$ cat config.mk
export PLATFORM = sky130hd
export DESIGN_NAME = alu181_seq
export DESIGN_NICKNAME = d
export VERILOG_FILES = /design/src/rtl/alu181_seq.sv
export SDC_FILE = /design/constraint.sdc
export NUM_CORES = 1
export LEC_CHECK = 0
export ABC_AREA = 1
export CAP_MARGIN = 10
export CORE_MARGIN = 8
export CORE_UTILIZATION = 47
export CTS_BUF_LIST = sky130_fd_sc_hd__clkbuf_16
export CTS_CLUSTER_SIZE = 40
export DETAILED_ROUTE_END_ITERATION = 10
export PLACE_DENSITY = 0.92
export SLEW_MARGIN = 20
export SYNTH_ARGS = -nofsm -noshare
export SYNTH_HDL_FRONTEND = slang
export SYNTH_SLANG_ARGS = --single-unit
$ cat constraint.sdc
create_clock -name clk -period 2.05 [get_ports clk]
set_clock_uncertainty 0.1 [all_clocks]
set_input_delay 0.41 -clock clk [delete_from_list [all_inputs] [get_ports clk]]
set_output_delay 0.41 -clock clk [all_outputs]
set_load 0.03 [all_outputs]
$ cat src/rtl/alu181_seq.sv
//==============================================================================
// Module   : alu181_seq
// Brief    : Nibble-serial sequencer running word-wide operations on one
//            shared 74181-style 4-bit ALU slice, LSB nibble first.
// Revision : 1.0
//==============================================================================
`default_nettype none

module alu181_seq #(
    parameter int NIBBLES = 4
) (
    input  logic                 clk,
    input  logic                 rst,
    input  logic                 req_valid,
    output logic                 req_ready,
    input  logic [4*NIBBLES-1:0] req_a,
    input  logic [4*NIBBLES-1:0] req_b,
    input  logic [3:0]           req_s,
    input  logic                 req_m,
    input  logic                 req_cin,
    output logic [3:0]           alu_a,
    output logic [3:0]           alu_b,
    output logic [3:0]           alu_s,
    output logic                 alu_m,
    output logic                 alu_ci,
    input  logic [3:0]           alu_f,
    input  logic                 alu_co,
    input  logic                 alu_aeqb,
    output logic                 rsp_valid,
    input  logic                 rsp_ready,
    output logic [4*NIBBLES-1:0] rsp_f,
    output logic                 rsp_cout,
    output logic                 rsp_eq
);

    localparam int W     = 4 * NIBBLES;
    localparam int IDX_W = (NIBBLES > 1) ? $clog2(NIBBLES) : 1;

    localparam logic [IDX_W-1:0] C_LAST_IDX = IDX_W'(NIBBLES - 1);

    localparam logic [1:0] S_IDLE = 2'd0;
    localparam logic [1:0] S_RUN  = 2'd1;
    localparam logic [1:0] S_DONE = 2'd2;

    logic [1:0]       r_state;
    logic [IDX_W-1:0] r_idx;
    logic [W-1:0]     r_a;
    logic [W-1:0]     r_b;
    logic [3:0]       r_s;
    logic             r_m;
    logic             r_cin;
    logic [W-1:0]     r_result;
    logic             r_carry_n;   // slice carry-out, kept active-low
    logic             r_cout;
    logic             r_eq;

    assign req_ready = (r_state == S_IDLE) && !rst;
    assign rsp_valid = (r_state == S_DONE);
    assign rsp_f     = r_result;
    assign rsp_cout  = r_cout;
    assign rsp_eq    = r_eq;

    always_comb begin
        alu_a  = 4'h0;
        alu_b  = 4'h0;
        alu_s  = 4'h0;
        alu_m  = 1'b1;
        alu_ci = 1'b1;
        if (r_state == S_RUN) begin
            alu_a  = r_a[4*r_idx +: 4];
            alu_b  = r_b[4*r_idx +: 4];
            alu_s  = r_s;
            alu_m  = r_m;
            // First nibble takes the client carry, inverted to the slice's active-low sense
            alu_ci = (r_idx == '0) ? ~r_cin : r_carry_n;
        end
    end

    always_ff @(posedge clk) begin
        if (rst) begin
            r_state   <= S_IDLE;
            r_idx     <= '0;
            r_a       <= '0;
            r_b       <= '0;
            r_s       <= 4'h0;
            r_m       <= 1'b0;
            r_cin     <= 1'b0;
            r_result  <= '0;
            r_carry_n <= 1'b1;
            r_cout    <= 1'b0;
            r_eq      <= 1'b0;
        end else begin
            case (r_state)
                S_IDLE: begin
                    if (req_valid) begin
                        r_a      <= req_a;
                        r_b      <= req_b;
                        r_s      <= req_s;
                        r_m      <= req_m;
                        r_cin    <= req_cin;
                        r_result <= '0;
                        r_cout   <= 1'b0;
                        r_eq     <= 1'b1;
                        r_idx    <= '0;
                        r_state  <= S_RUN;
                    end
                end
                S_RUN: begin
                    r_result[4*r_idx +: 4] <= alu_f;
                    r_carry_n              <= alu_co;
                    r_cout                 <= ~alu_co;
                    r_eq                   <= r_eq & alu_aeqb;
                    if (r_idx == C_LAST_IDX) begin
                        r_state <= S_DONE;
                    end else begin
                        r_idx <= r_idx + 1'b1;
                    end
                end
                S_DONE: begin
                    if (rsp_ready) begin
                        r_state <= S_IDLE;
                    end
                end
                default: r_state <= S_IDLE;
            endcase
        end
    end

endmodule

`default_nettype wire

; After elaboration in Yosys (flattened, before gate mapping)
; Index checks and enable logic that the tools add are counted.
[op_classes]
add_sub_neg = 2
eq_ne = 7
shift = 4
mux = 20
bitwise = 3
n_reduce_logical = 9
[op_table]
columns = cell, n
row1 = negation 4 -> 34 bit, 1
row2 = "variable shift 4 x 34 -> 16 bit, first input constant", 1
row3 = variable part select 4 x 34 -> 16 bit, 1
row4 = case mux 16 bit (2 select lines), 1
row5 = variable part select 16 x 5 -> 4 bit, 2
row6 = bitwise mux 16 bit, 1
row7 = 2-to-1 mux 16 bit, 1
row8 = 2-to-1 mux 4 bit, 3
row9 = 2-to-1 mux 2 bit, 5
row10 = case mux 2 bit (3 select lines), 1
row11 = AND reduction 3 bit, 2
row12 = 2-to-1 mux 1 bit, 5
row13 = "== test 2 bit, second input constant", 2
row14 = zero test 2 bit, 2
row15 = "inequality test 2 x 1 -> 1 bit, second input constant", 2
row16 = "inequality test 2 bit, second input constant", 2
row17 = case mux 1 bit (2 select lines), 2
row18 = case mux 2 bit (2 select lines), 1
row19 = AND reduction 2 bit, 2
row20 = "adder 2 x 1 -> 2 bit, second input constant", 1
row21 = "== test 2 x 1 -> 1 bit, second input constant", 1
row22 = inverter 1 bit, 2
row23 = nonzero test 2 bit, 1
row24 = bitwise AND 1 bit, 1
row25 = other kinds (2), 2
[totals]
register_bits = 61
input_bits = 48
out_inout_bits = 34
elab_cells = 56

; Logic depth before layout (Yosys ltp)
; Gate-level depths: netlist (run 1).
[logic_depth]
word_depth = 4
depth_mapped = 9
depth_no_buf = 7

; Worst setup path before layout (run 1)
; OpenSTA, ideal clock, no wires.
[synth_path]
path_type = flip-flop to output port
from = register r_idx[0]
to = output alu_ci
arrival_time_ps = 1719
t_required_ps = 1540
slack_ps = -179
stages_incl_launch_ff = 7
path_buffers = 2
cell_sequence = dfxtp_1 > buf_2 > inv_1 > buf_2 > ha_1 > inv_1 > o21ai_0
[synth_via]
elab_chain_cells = 3
[synth_rtl]
columns = element, line
row1 = from (decl), 46  ; logic [IDX_W-1:0] r_idx;
row2 = from (signal assigned), 116  ; r_idx <= r_idx + 1'b1;
row3 = zero test 2 bit, 75  ; alu_ci = (r_idx == '0) ? ~r_cin : r_carry_n;
row4 = 2-to-1 mux 1 bit, 75
row5 = 2-to-1 mux 1 bit, 69  ; if (r_state == S_RUN) begin
row6 = to (decl), 25  ; output logic alu_ci,
; Every way passes these cells.

; Final worst setup path (run 1)
[layout_path]
from = register r_idx[0]
to = output alu_b[0]
[layout_via]
elab_chain_cells = 2
[layout_rtl]
columns = element, line
row1 = variable part select 16 x 5 -> 4 bit, 71  ; alu_b = r_b[4*r_idx +: 4];
row2 = 2-to-1 mux 4 bit, 69
row3 = to (decl), 22  ; output logic [3:0] alu_b,
; Every way passes these cells.

==> metrics.csv, run 1 <==
stage,metric,value,unit
route,drt via density,5.26,
worst_setup_path,crit path cell chain,buf_4 -> clkbuf_16 -> nor2_1 -> nor2_1 -> o21ai_0 -> a21oi_1 -> buf_4,
final_layout,multi-input combinational cell area,1320,um^2
clocking,Root Buffer,clkbuf_16,
global_routing,initial antenna violation count,0,
hold_path,hold path depth,2,
logic_synthesis,Synth warnings,0,
die,Die Y,92.8,um
outcome,failing checks,setup timing,
die,Die X,92.8,um
worst_setup_path,crit end category,output port,
clocking,CTS buffer count,9,
placed_design,Placed Area,3600,um^2
global_routing,GRT Overall Usage,18.0,%
pwr,NetSw,913,uW
die,Starting Density,47.6,%
placed_design,GP Congestion,0.838,
pwr,combinational share of power,20.2,%
worst_setup_path,Worst Path Required,1.54,ns
global_routing,vias in the first global route,2827,
pwr,sequential power share,38.8,%
final_layout,fin util,68.6,%
worst_setup_path,crit-path max FO,12,
sta,PnR worst setup slack,-0.0252,ns
hold_path,Min-Delay Endpoint,r_s[1],
worst_setup_path,critical path's largest stage delay,0.37,ns
global_routing,first-pass GRT wire length,12500,um
global_routing,M3 GR Usage,3.32,%
clocking,Clock transition at path regs,0.05,ns
final_layout,post-route cell area,3990,um^2
clocking,H-Tree Depth,3,
route,WL/cell,14.9,um
pwr,Pwr per Cell Area,847,nW/um^2
worst_setup_path,Worst EP arrival,1.57,ns
hold_path,hold path startpoint,r_s[1],
clocking,Clock Latency Late Sink,0.32,ns
route,routed vias,2975,
route,drt first pass iters,5,
pwr,Design Power,3380,uW
worst_setup_path,Reg2Reg Setup Slack,0.29,ns
hold_path,Tightest Hold Check Type,register to register,
sta,final number of max-transition violations,0,
die,full die area,8610,um^2
logic_synthesis,count of different cell masters after synthesis,21,
pwr,switching share of power,27.0,%
route,Routed Antenna Nets,0,
logic_synthesis,Mapped Nets,452,
logic_synthesis,top-count cell post-synth,nor2_1,
global_routing,grt met2 use,29.3,%
final_layout,FILL cells,462,
placed_design,worst slack at placement,0.158,ns
logic_synthesis,Yosys top cell by area,dfxtp_1,
sta,RSZ-0062 raised after global routing,yes,
logic_synthesis,largest cells by area after synthesis,"dfxtp_1 44%, nor2_1 15%, o21ai_0 8.9%, a21oi_1 6.5%, nand2_1 6.5%",
logic_synthesis,"Primary FF master, synth",dfxtp_1,
route,DR iter-0 viols,246,
global_routing,largest net degree at the start of global routing,42,
final_layout,register area,1230,um^2
sta,Final min period,2.08,ns
clocking,hold_buf cts,0,
sta,Max-slew headroom,71.0,%
die,Core ar.,5820,um^2
global_routing,grt total ovfl,0,
final_layout,ratio of cells with drive above 1 in the final layout,12.8,%
sta,worst hold margin,0.356,ns
final_layout,ant diodes,0,
worst_setup_path,CP max stage cell,dfxtp_4,
worst_setup_path,startpoint type of the worst setup path,register,
pwr,Clk pwr share,41.1,%
logic_synthesis,syn avg cell area,6.96,um^2
sta,final hold vios,0,
logic_synthesis,ys async rst share,0,%
pwr,peak supply drop,0.651,mV
worst_setup_path,worst r2r dst,rsp_f[0],
clocking,CTS tree,done,
worst_setup_path,Reg2Reg Depth,8,
final_layout,NumNets Final,542,
logic_synthesis,post-synth top area share,44.1,%
placed_design,DP Wirelength,5540,um
logic_synthesis,Syn Inst Count,398,
die,IO Pins,82,
logic_synthesis,"top cells by count, synth","114 x nor2_1, 61 x dfxtp_1, 49 x o21ai_0",
final_layout,Area growth syn-to-layout,44.1,%
logic_synthesis,Post-synth EDFFs,0,
route,DRT Wirelength,8410,um
sta,crit share post-route,101,%
worst_setup_path,Setup crit start,r_idx[0],
sta,fmax,482,MHz
global_routing,met1 usage,20.9,%
pwr,Pleak,0.00167,uW
pwr,Int Power,2470,uW
worst_setup_path,worst r2r src,r_idx[0],
logic_synthesis,sequential element share of the synthesized area,44.1,%
job,maxcap violations,0,
sta,Slew @ Worst Pin,0.435,ns
logic_synthesis,synthesis-stage register bit count,61,
global_routing,Top Usage Layer GRT,met2,
clocking,clock sinks,61,
placed_design,Buffers on Ports,81,
worst_setup_path,WS Path Type,register to output port,
clocking,Clock Path Buffers,2,
outcome,status,"complete, but fails checks",
die,Row Count,28,
route,Residual DRC,0,
logic_synthesis,"Cell Area, Synth",2770,um^2
sta,setup violators final,3,
kinds of logic (layout without fill, tap and decap cells):
kind of cell             count (synthesis)  count (layout)  synth area share (%)
buffers and inverters                   51             144                  8.76
AND/OR/NAND/NOR                        194             194                  28.8
AO/OA/AOI/OAI                           86              86                  15.7
flip-flops                              61              61                  44.1
adder cells (fa/ha/maj)                  6               6                  2.71
cell type report:
cell class	count	area share, %
Sequential cell	61	30.7
Clock buffer	9	5.64
Tap cell	75	2.35
Timing Repair Buffer	101	24.3
Clock inverter	5	1.13
Multi-Input combinational cell	286	33.0
Inverter	29	2.88
power by group through the flow:
stage / clock (uW) / sequential [uW] / combinational [uW]
global route: 1470 / 1320 / 742
floorplan: 0 / 1340 / 372
global placement: 0 / 1330 / 598
detailed placement: 0 / 1330 / 613
CTS: 1390 / 1310 / 623
finish: 1390 / 1310 / 681
through the flow:
stage	TNS [ns]	std cells
floorplan	0	398
global placement	0	545
detailed placement	0	545
CTS	-0.0491	559
global route	-0.229	566
finish	-0.0296	566
flip-flops by register name, indices dropped and copies added (netlist names):
| name | cells |
|---|---|
| rsp_f | 16 |
| r_idx | 2 |
| rsp_cout | 1 |
| rsp_eq | 1 |
| r_b | 16 |
| r_s | 4 |
| r_m | 1 |
| r_a | 16 |
| r_cin | 1 |
| r_state | 2 |
| r_carry_n | 1 |
worst max-delay path by stage:
stage | slack (ns) | end
after floorplan | 0.05 | alu_ci
after global placement | 0.20 | r_b[14]
after detailed placement | 0.16 | r_a[2]
after CTS | -0.05 | alu_a[2]
after global routing | -0.1 | alu_b[3]
final | -0.03 | alu_b[0]
placed cells by master, fill, tap and decap left out:
cell / synthesis / routed
nor2_2: 2 / 2
nand3b_1: 4 / 4
nand2_1: 48 / 48
o21ai_0: 49 / 45
dfxtp_2: 0 / 1
clkdlybuf4s50_1: 0 / 65
a21oi_2: 1 / 3
inv_1: 24 / 24
clkinv_2: 1 / 1
a21oi_1: 36 / 34
buf_12: 0 / 2
dfxtp_1: 61 / 59
clkinv_1: 0 / 3
ha_2: 0 / 1
inv_2: 4 / 4
buf_6: 5 / 1
or2_2: 2 / 2
bufinv_16: 0 / 1
clkinv_4: 0 / 1
buf_4: 0 / 30
o21ai_1: 0 / 4
nand2_2: 1 / 1
nor2_1: 114 / 114
clkbuf_16: 0 / 10
dfxtp_4: 0 / 1
nand2_4: 1 / 1
nor2_4: 1 / 1
dlygate4sd2_1: 0 / 2
nand3_1: 21 / 21
ha_1: 6 / 5
critical path, delay by kind of cell (launching register included):
kind	cells	cell delay (ns)
flops	1	0.37
simple gates	2	0.12
compound gates	2	0.26
buf+inv	3	0.48
timing repair:
item                       4_1_cts  5_1_grt
resized for setup                6       14
cloned                           0        1
setup endpoints to repair       11        7
setup buffers                    0        6
pin swaps                        0        4
layer usage:
layer  wire length (um)  vias to the layer above
met3                517                       39
met2               4080                      141
met1               3440                     1349
met4                368                        0
met5                  0                        -
li1                   -                     1446
Power figures use the tool's default switching activity.
==> run 2, diff against run 1 <==
HOLD_SLACK_MARGIN = 0.15   (was not set)
SLEW_MARGIN = 40   (was 20)
==> results of run 2 <==
No change in the layout: final DEF, timing and power equal those of run 1.
==> run 3, diff against run 2 <==
CTS_CLUSTER_DIAMETER = 40   (was not set)
==> results of run 3 <==
No change in the layout: final DEF, timing and power equal those of run 1.
==> variant: new RTL, settings of run 1 <==
The parameter `NIBBLES` goes from 4 to 2.
--- a/src/rtl/alu181_seq.sv
+++ b/src/rtl/alu181_seq.sv
@@ -7,7 +7,7 @@
 `default_nettype none
 
 module alu181_seq #(
-    parameter int NIBBLES = 4
+    parameter int NIBBLES = 2
 ) (
     input  logic                 clk,
     input  logic                 rst,
Ports: changed (resized req_a, req_b and rsp_f); port bits go from 82 to 58. The function was not compared with the original's and may differ.
==> variant against run 1 <==
- sequential power down 40%
- synthesized area down 47%
- sequential cell count down 25
- worst setup slack better by 0.10 ns
- wire length down 54%
- total power down 47%
- final area down 45%
- via count down 50%
- worst hold slack better by 0.020 ns
- critical path type unchanged
- core utilization up 3.4 points
==> variant: results (changes against run 1) <==
{
  "status": {"value": "finished clean"},
  "post_synth_xor_area_fraction": {"value": 0, "change": "unchanged"},
  "worst_ir_drop_vdd": {"value": 0.5928, "unit": "mV", "change": "-9.0%"},
  "detailed_place.area": {"value": 2038, "unit": "um^2", "change": "-43%"},
  "drive_gt1_frac": {"value": 0.1313, "change": "+0.002965"},
  "post_synth_inst_count": {"value": 200, "change": "-50%"},
  "p_leak": {"value": 0.9390, "unit": "nW", "change": "-44%"},
  "post_cts.resized_instances": {"value": 9, "change": "+3"},
  "detailedRoute.firstIterationViolations": {"value": 114, "change": "-54%"},
  "reg2regPathDepth": {"value": 6, "change": "-2"},
  "layout.non_clock_buffers": {"value": 62, "change": "-39%"},
  "worstSkewPairLatency": {"value": 0.27, "unit": "ns", "change": "-0.05 ns"},
  "post_synthesis_cell_type_count": {"value": 22, "change": "+4.8%"},
  "area.growth.synth_to_final": {"value": 47.84, "unit": "%"},
  "synth_area_leaders": {"value": "dfxtp_1, nor2_1, nand2_1, o21ai_0, a21oi_1"},
  "post_synthesis_sequential_area_ratio": {"value": 0.4885, "change": "+0.04772"},
  "worstPathMaxFanout": {"value": 11, "change": "-1"},
  "timing.critical_path.slowest_cell_delay": {"value": 0.42, "unit": "ns", "change": "+0.05 ns"},
  "fillers": {"value": 252, "change": "-45%"},
  "flops_latches_synth": {"value": 36, "change": "-41%"},
  "drt-total-wl": {"value": 3833, "unit": "um", "change": "-54%"},
  "worst_path_max_delay_cell": {"value": "dlygate4sd2_1"},
  "place.port_buffers": {"value": 57, "change": "-30%"},
  "largest_net_degree_at_the_start_of_global_routing": {"value": 24, "change": "-43%"},
  "powerSeq": {"value": 0.785, "unit": "mW", "change": "-40%"},
  "wire_per_inst": {"value": 12.65, "unit": "um", "change": "-15%"},
  "nets": {"value": 290, "change": "-46%"},
  "vias_in_the_first_global_route": {"value": 1450, "change": "-49%"},
  "dp_hpwl": {"value": 2822, "unit": "um", "change": "-49%"},
  "p_int": {"value": 1.338, "unit": "mW", "change": "-46%"},
  "synth.top_cells.by_count": {"value": "nor2_1, dfxtp_1, nand2_1"},
  "netSwitchingFraction": {"value": 0.2603, "change": "-0.009688"},
  "yosys.area_share.adder": {"value": 0, "change": "-0.02710"},
  "tap-cell-count": {"value": 44, "change": "-41%"},
  "drt_pass1_iterations": {"value": 4, "change": "-1"},
  "layout.comb_gates.multi_input": {"value": 141, "change": "-51%"},
  "ff_latch_area": {"value": 721.9, "unit": "um^2", "change": "-41%"},
  "placed_instance_count": {"value": 295, "change": "-46%"},
  "vias_per_cell": {"value": 4.898, "change": "-6.8%"},
  "final.signal_inverter_count": {"value": 12, "change": "-59%"},
  "power_clock": {"value": 0.689, "unit": "mW", "change": "-50%"},
  "gpl.final_weighted_congestion": {"value": 0.7433, "change": "-11%"},
  "num-clock-buffers": {"value": 5, "change": "-4"},
  "synth_compound_area_frac": {"value": 0.1366, "change": "-0.02017"}
}
## variant: final timing paths
path	endpoint	slack, ns	start
worst max-delay path	alu_ci	0.08	r_state[1]$_SDFFE_PP0P_
worst min-delay path	r_carry_n$_SDFFE_PP1N_	0.38	r_carry_n$_SDFFE_PP1N_
worst max register to register	r_s[1]$_SDFFE_PP0P_	0.57	r_state[0]$_SDFFE_PP0P_
worst min register to register	r_carry_n$_SDFFE_PP1N_	0.38	r_carry_n$_SDFFE_PP1N_
## variant: worst register-to-register path: stages, from the launching register on
cell     delay [ns]
dfxtp_2        0.33
buf_4          0.15
nor2_2         0.14
nand2_4        0.15
buf_4          0.23
o21ai_0        0.22
nor2_1         0.06
## variant: metal layers
metal  vias up  global-route usage  routed length [um]
met3         7             0.04821                 274
met2        50              0.2601                1841
met4         0             0.08844                  81
li1        746                   -                   -
met5         -                   0                   0
met1       681              0.1657                1636
